<file path="config.mk">
export PLATFORM = sky130hd
export DESIGN_NAME = imem_loader
export DESIGN_NICKNAME = d
export VERILOG_FILES = /design/src/rtl/mips_pkg.sv /design/src/rtl/word_packer.sv /design/src/rtl/imem_loader.sv
export SDC_FILE = /design/constraint.sdc
export NUM_CORES = 1
export LEC_CHECK = 0
export CAP_MARGIN = 40
export CORE_MARGIN = 4
export CORE_UTILIZATION = 53
export CTS_CLUSTER_DIAMETER = 100
export DETAILED_ROUTE_END_ITERATION = 10
export GPL_TIMING_DRIVEN = 0
export PLACE_DENSITY_LB_ADDON = 0.05
export SETUP_SLACK_MARGIN = 0.4
export SYNTH_ARGS = -nofsm -noshare
export SYNTH_HDL_FRONTEND = slang
export SYNTH_HIERARCHICAL = 1
export SYNTH_SLANG_ARGS = --single-unit
</file>
<file path="constraint.sdc">
create_clock -name clk -period 2.5 [get_ports clk]
set_input_delay 0.25 -clock clk [delete_from_list [all_inputs] [get_ports clk]]
set_output_delay 0.25 -clock clk [all_outputs]
set_load 0.01 [all_outputs]
</file>
<file path="src/rtl/mips_pkg.sv">
// Shared types and frame constants for the instruction-memory loader.
package mips_pkg;

  typedef enum logic [2:0] {
    CNT_LO,
    CNT_HI,
    DATA,
    CHK,
    DONE,
    ERR
  } loader_state_t;

  localparam int unsigned BYTE_W     = 8;
  localparam int unsigned WORD_W     = 32;
  localparam int unsigned WORD_BYTES = WORD_W / BYTE_W;
  localparam int unsigned CNT_W      = 16;

  // A frame must carry at least one word and must fit in memory.
  function automatic logic count_ok(input logic [CNT_W-1:0] n, input int unsigned depth);
    return (n != '0) && (32'(n) <= depth);
  endfunction

endpackage

</file>
<file path="src/rtl/word_packer.sv">
// Collects bytes little-endian into 32-bit words; pulses word_vld_o the cycle
// after the last byte of a word is taken, with word_o holding the word.
module word_packer
  import mips_pkg::*;
(
  input  logic              clk,
  input  logic              reset,
  input  logic              clr_i,
  input  logic              byte_vld_i,
  input  logic [BYTE_W-1:0] byte_i,
  output logic              last_o,
  output logic              word_vld_o,
  output logic [WORD_W-1:0] word_o
);

  localparam int unsigned BC_W = $clog2(WORD_BYTES);

  logic [BC_W-1:0]   bcnt_q, bcnt_d;
  logic [WORD_W-1:0] word_q, word_d;
  logic              vld_q,  vld_d;

  assign last_o     = (bcnt_q == BC_W'(WORD_BYTES - 1));
  assign word_vld_o = vld_q;
  assign word_o     = word_q;

  always_comb begin
    bcnt_d = bcnt_q;
    word_d = word_q;
    vld_d  = 1'b0;
    if (clr_i) begin
      bcnt_d = '0;
    end else if (byte_vld_i) begin
      // Shift in from the top so the first byte ends up in bits [7:0].
      bcnt_d = bcnt_q + BC_W'(1);
      word_d = {byte_i, word_q[WORD_W-1:BYTE_W]};
      vld_d  = last_o;
    end
  end

  always_ff @(posedge clk) begin
    if (reset) begin
      bcnt_q <= '0;
      word_q <= '0;
      vld_q  <= 1'b0;
    end else begin
      bcnt_q <= bcnt_d;
      word_q <= word_d;
      vld_q  <= vld_d;
    end
  end

endmodule

</file>
<file path="src/rtl/imem_loader.sv">
// Receives a count-prefixed, XOR-checksummed program over a byte link and
// writes it into instruction memory, holding the core in reset until it is good.
module imem_loader
  import mips_pkg::*;
#(
  parameter int unsigned DEPTH  = 64,
  parameter int unsigned ADDR_W = 6
) (
  input  logic              clk,
  input  logic              reset,
  input  logic [BYTE_W-1:0] rx_data,
  input  logic              rx_valid,
  output logic              rx_ready,
  input  logic              start,
  output logic              we,
  output logic [ADDR_W-1:0] waddr,
  output logic [WORD_W-1:0] wdata,
  output logic              cpu_reset,
  output logic              done,
  output logic              error
);

  loader_state_t     state_q, state_d;
  logic [BYTE_W-1:0] cnt_lo_q, cnt_lo_d;
  logic [ADDR_W-1:0] last_q,   last_d;
  logic [ADDR_W-1:0] widx_q,   widx_d;
  logic [ADDR_W-1:0] waddr_q,  waddr_d;
  logic [BYTE_W-1:0] csum_q,   csum_d;

  logic             accept;
  logic [CNT_W-1:0] cnt_n;
  logic             pk_clr, pk_vld, pk_last;

  assign rx_ready = !reset && (state_q inside {CNT_LO, CNT_HI, DATA, CHK});
  assign accept   = rx_valid && rx_ready;
  assign cnt_n    = {rx_data, cnt_lo_q};

  assign done      = (state_q == DONE);
  assign error     = (state_q == ERR);
  assign cpu_reset = (state_q != DONE);
  assign waddr     = waddr_q;

  word_packer u_packer (
    .clk        (clk),
    .reset      (reset),
    .clr_i      (pk_clr),
    .byte_vld_i (pk_vld),
    .byte_i     (rx_data),
    .last_o     (pk_last),
    .word_vld_o (we),
    .word_o     (wdata)
  );

  always_comb begin
    state_d  = state_q;
    cnt_lo_d = cnt_lo_q;
    last_d   = last_q;
    widx_d   = widx_q;
    waddr_d  = waddr_q;
    csum_d   = csum_q;
    pk_clr   = 1'b0;
    pk_vld   = 1'b0;
    unique case (state_q)
      CNT_LO: if (accept) begin
        cnt_lo_d = rx_data;
        csum_d   = csum_q ^ rx_data;
        state_d  = CNT_HI;
      end
      CNT_HI: if (accept) begin
        csum_d = csum_q ^ rx_data;
        if (count_ok(cnt_n, DEPTH)) begin
          last_d  = ADDR_W'(cnt_n - CNT_W'(1));
          state_d = DATA;
        end else begin
          state_d = ERR;
        end
      end
      DATA: if (accept) begin
        csum_d = csum_q ^ rx_data;
        pk_vld = 1'b1;
        if (pk_last) begin
          // Index stops at the last word so the address never wraps.
          waddr_d = widx_q;
          if (widx_q == last_q) state_d = CHK;
          else                  widx_d  = widx_q + ADDR_W'(1);
        end
      end
      CHK: if (accept) begin
        state_d = (rx_data == csum_q) ? DONE : ERR;
      end
      DONE, ERR: if (start) begin
        state_d  = CNT_LO;
        cnt_lo_d = '0;
        widx_d   = '0;
        csum_d   = '0;
        pk_clr   = 1'b1;
      end
      default: state_d = CNT_LO;
    endcase
  end

  always_ff @(posedge clk) begin
    if (reset) begin
      state_q  <= CNT_LO;
      cnt_lo_q <= '0;
      last_q   <= '0;
      widx_q   <= '0;
      waddr_q  <= '0;
      csum_q   <= '0;
    end else begin
      state_q  <= state_d;
      cnt_lo_q <= cnt_lo_d;
      last_q   <= last_d;
      widx_q   <= widx_d;
      waddr_q  <= waddr_d;
      csum_q   <= csum_d;
    end
  end

endmodule

</file>
# Word level (Yosys, flattened, before mapping)
# Index checks and enable logic that the tools add are counted.
totals:
  reg_bits: 72
  word_cells: 79
  out_inout_bits: 43
classes:
  n_reduce_logical: 21
  mux: 24
  n_lt_le_gt_ge: 1
  add_sub_neg: 3
  bitwise: 3
  n_eq_ne: 18
op_table:
  columns: ["operator", "n"]
  rows:
  - ["8-bit one-hot mux with 2 select lines", 2]
  - ["3-bit two-way mux", 8]
  - ["6-bit two-way mux", 4]
  - ["8-bit two-way mux", 3]
  - ["16-bit by 7-bit less-or-equal comparator with 1-bit output, second input constant", 1]
  - ["16-bit nonzero test", 1]
  - ["3-bit one-hot mux with 5 select lines", 1]
  - ["2-bit inequality test, second input constant", 7]
  - ["6-bit one-hot mux with 2 select lines", 1]
  - ["3-bit AND reduction", 4]
  - ["8-bit equality test", 1]
  - ["8-bit XOR", 1]
  - ["7-bit AND reduction", 1]
  - ["6-bit by 1-bit adder with 6-bit output, second input constant", 1]
  - ["3-bit by 2-bit equality test with 1-bit output, second input constant", 2]
  - ["3-bit equality test, second input constant", 2]
  - ["6-bit equality test", 1]
  - ["2-bit nonzero test", 3]
  - ["3-bit OR reduction", 2]
  - ["6-bit by 1-bit subtractor with 6-bit output, second input constant", 1]
  - ["1-bit two-way mux", 5]
  - ["5-bit AND reduction", 1]
  - ["2-bit by 1-bit inequality test with 1-bit output, second input constant", 2]
  - ["4-bit nonzero test", 1]
  - ["10 further kinds", 14]

# Logic depth before layout (Yosys ltp)
logic_depth:
  depth_word: 8
  mapped_depth: 8
  mapped_depth_nobuf: 7

# Cells and area by module
# Netlist, hierarchy kept.
by_module_without_submodules:
  columns: ["mod", "n_inst", "area_each_um2", "cells_each"]
  rows:
  - ["imem_loader", 1, 1898.1, 229]
  - ["word_packer", 1, 1387.6, 125]

# Worst setup path after synthesis
# Ideal clock, no wire load.
synth_path:
  path_type: "flip-flop to flip-flop"
  startpoint: "register state_q[2]"
  endpoint: "register cnt_lo_q[0]"
  arrival_ps: 1872
  stages_incl_launch_ff: 8
  path_buffers: 2
  period_less_slack_ps: 1999
  required_time_ps: 2372
  slack_ps: 501
  cell_sequence: "dfxtp_1 -> buf_2 -> or4b_2 -> a21oi_1 -> buf_2 -> nor2_1 -> a31oi_1 -> nor2_1"
synth_between:
  elab_chain_cells: 6
  word_cells_on_any_way: 15
  cone_classes: "7 x eq/ne; 1 x mux; 7 x reduce/logical"
synth_lines:
  columns: ["item", "line", "text"]
  rows:
  - ["start: declaration", "imem_loader.sv:23", "loader_state_t state_q, state_d;"]
  - ["start signal: assignment", "imem_loader.sv:111", "state_q <= state_d;"]
  - ["3-bit by 1-bit equality test with 1-bit output, or another cell as far along", "imem_loader.sv:34", "assign rx_ready = !reset && (state_q inside {CNT_LO, CNT_HI, DATA, CHK});"]
  - ["4-bit nonzero test", "imem_loader.sv:34", null]
  - ["1-bit logical AND", "imem_loader.sv:34", null]
  - ["1-bit logical AND", "imem_loader.sv:35", "assign accept = rx_valid && rx_ready;"]
  - ["2-bit inequality test (no source line)", null, null]
  - ["3-bit AND reduction (no source line)", null, null]
  - ["end signal: assignment", "imem_loader.sv:112", "cnt_lo_q <= cnt_lo_d;"]
  - ["end: declaration", "imem_loader.sv:24", "logic [BYTE_W-1:0] cnt_lo_q, cnt_lo_d;"]
# Several ways; a longest one is shown, not always the timed one.
# A chain may end at the register's enable or synchronous reset.

# Worst setup path after layout
layout_path:
  startpoint: "register state_q[1]"
  endpoint: "output done"
layout_between:
  elab_chain_cells: 1
layout_lines:
  columns: ["item", "line", "text"]
  rows:
  - ["3-bit equality test", "imem_loader.sv:38", "assign done = (state_q == DONE);"]
  - ["end: declaration", "imem_loader.sv:19", "output logic done,"]
# Every way passes these cells.

==> summary.md <==
| Metric | Value |
|---|---|
| Status | finished, final reports clean |
| RSZ-0062 raised after global routing | true |
| Buffer depth of the longest clock path | 2 |
| Clock Sinks | a little over 70 |
| Detailed Route Iter0 Violations | 132 |
| Post-synthesis cell type count | 37 |
| Post-Synthesis Cells | around 350 |
| Hold Crit Depth | 2 |
| Vias per cell | 5.51 |
| Number of global-route vias before repair | between 2,000 and 3,000 |
| Core region area | 0.00596 mm² |
| Post-layout util | 71.3% |
| Starting Density | between 50% and 60% |
| Relative slew slack | between 50% and 60% |
| Gr usage total | roughly a fifth |
| Largest net degree at the start of global routing | 13 |
| Worst path arrival time | between 1500 and 2000 ps |
| Fin. Hold Viols | 0 |
| Hold-fix buffers, CTS | 0 |
| Fin crit share | ~80% |
| Worst-margin pin slew | 654 ps |
| Clk slew on worst S/H paths | 80 ps |
| Top-Level Pins | 55 |
| CTS Root Buffer Type | clkbuf_8 |
| Fillers | between 400 and 500 |
| CTS buffer count | 9 |
| Leakage | about 1.6 nW |
| Mapped Area | approximately 0.0033 mm² |
| P_int | roughly 2 mW |
| Routability Congestion | 0.848 |
| Synth async-reset ratio | 0% |
| DRT Pass-1 Iters | 5 |
| Hold path start | u_packer/word_o[4] |
| DP Worst Slack | -388 ps |
| Die width | between 80 and 90 µm |
| DP HPWL | about 5400 µm |
| Crit. End Element | output pin |
| Flop pwr share | roughly 47% |
| Max Cap Violations | 0 |
| Syn avg cell area | 9.28 µm² |
| Clk pwr share | between 40% and 50% |
| Final WL | between 7000 and 8000 µm |
| Area Growth Syn to Fin | 29.2% |
| Die area | 0.00752 mm² |
| Placed Instances | roughly 480 |
| NumNets Final | ~440 |
| Worst Hold End | u_packer/word_o[4] |
| Slew Limit Fails | 0 |
| Die extent in y | 86.7 µm |
| Layout cells sized above 1 | 9.35% |
| # H-tree levels | 3 |
| VDD IR max | about 0.36 mV |
| # diodes | 0 |
| CP max FO | 10 |
| Setup TNS | 0 ps |
| Row count | 28 |
| CTS tree | built |
| Reg2reg end | cnt_lo_q[0] |
| Synth Register Bits | approximately 70 |
| Switching pwr | about 0.56 mW |
| Final WS setup | 495 ps |
| R2R Setup Slk | around 530 ps |
| First-pass GRT wire length | around 13,000 µm |
| Crit path launch type | flop |
| Post-Synthesis Net Count | 370 |
| Commonest non-fill, non-tap cell in the layout | dfxtp_1 |
| DR DRC count | 0 |
| Fin Clk Skew | between 6 and 7 ps |
| Minimum clock period | roughly 2000 ps |
| Hold WC Path Type | flop to flop |
| Post-synth EDFFs | 0 |
| Critical path class | flop to output pin |
| Combinational Power Share | 7.9% |
| Initial antenna violation count | 0 |
| Commonest cells after routing, fill and taps aside | dfxtp_1, clkdlybuf4s50_1, nand2b_1, nor2_1, mux2i_1 |
| Routed via count | 2,771 |
| Final setup vio count | 0 |
| PortBufs | 54 |
| Fin cells | just over 500 |
| Top FF cell, synth | dfxtp_1 |
| Critical path data required time | 2250 ps |
| GRT Residual Overflow | 0 |
| RR Startpoint | state_q[2] |
| Power Dens Cells | a little under 600 mW/mm² |
| Net Sw Frac | about 22% |
| Max Clk Rate | 499 MHz |
| Yosys warns | 6 |
| Avg WL per Cell | 14.9 µm |
| Register area share after synthesis | between 40% and 50% |
| R2r worst-path depth | 7 |
| Latest clock arrival within the worst-skew pair | 340 ps |
| Antenna viol nets, final | 0 |
## registers in the layout (all words and copies together), names as in the netlist
register	flops
u_packer/word_o	32
cnt_lo_q	8
csum_q	8
last_q	6
waddr	6
widx_q	6
state_q	3
u_packer/bcnt_q	2
u_packer/word_vld_o	1
## how the worst max path moves through the flow
stage / slack (ps) / from / to
5_1_grt: 380 / rx_valid / u_packer/word_o[23]
2_1_floorplan: 500 / state_q[2] / cnt_lo_q[0]
3_5_place_dp: -390 / reset / cnt_lo_q[0]
4_1_cts: 450 / state_q[1] / done
6_report: 490 / state_q[1] / done
3_3_place_gp: -380 / reset / cnt_lo_q[0]
## synth_stat cells (all sizes together) (9+ instances only)
cell    instances  area share [%]
dfxtp          72              44
nand2b         37             7.0
nor2           36             4.1
mux2i          33              10
o21ai          21             3.2
a21oi          19             2.9
clkbuf         12             1.4
nand2          11             1.3
nor2b          10             1.9
xnor2          10             2.7
xor2           10             2.7
nor3            9             1.7
## kinds of logic after synthesis
group / count (synthesis) / share of synthesized area (%)
buffers and inverters: 26 / 3.81
DFF: 72 / 43.9
muxes: 34 / 10.4
and+or+nand+nor: 137 / 24.1
xor gates and xnor gates: 20 / 5.33
adders and majority gates: 4 / 1.52
AOI/OAI and AO/OA: 61 / 11.0
## layout make-up
| cell class | count | area (µm²) | area share (%) |
|---|---|---|---|
| Multi-Input combinational cell | 256 | 1750 | 41.2 |
| Sequential cell | 72 | 1440 | 34.0 |
| Timing Repair Buffer | 58 | 568 | 13.4 |
| Clock buffer | 12 | 155 | 3.66 |
| Buffer | 20 | 116 | 2.74 |
| Clock inverter | 4 | 98.8 | 2.33 |
| Tap cell | 75 | 93.8 | 2.21 |
| Inverter | 6 | 22.5 | 0.531 |
## power groups by stage
stage | registers [mW] | logic [mW] | clock network [mW]
after floorplan | 1.20 | 0.123 | 0
after detailed placement | 1.20 | 0.190 | 0
after global placement | 1.20 | 0.186 | 0
final | 1.18 | 0.201 | 1.15
after CTS | 1.18 | 0.195 | 1.18
after global routing | 1.18 | 0.221 | 1.21
## critical path: stages (launching register included)
cell and delay, ps:
dfxtp_1 310, buf_2 180, nand2b_4 170, nand2b_1 160, inv_1 60, clkdlybuf4s50_1 530
## repair_timing
action / 4_1_cts / 5_1_grt
gates resized for setup: 11 / 7
setup buffers: 2 / 2
pin swaps: 1 / 2
cloned: 0 / 0
setup endpoints to repair: 30 / 30
## per-stage QoR
step	power, mW	cell area, µm²	hold slack, ps
finish	2.53	4240	483
global route	2.61	4240	502
detailed placement	1.39	3920	470
CTS	2.55	4220	485
floorplan	1.32	3290	368
global placement	1.39	3920	460
## layer usage
metal | routed length (µm) | vias to the layer above | global-route usage, %
li1 | - | 1380 | -
met1 | 3580 | 1325 | 28.9
met2 | 3520 | 54 | 33.8
met3 | 297 | 12 | 3.23
met4 | 108 | 0 | 8.92
met5 | 0 | - | 0
(Power assumes the default switching activity.)
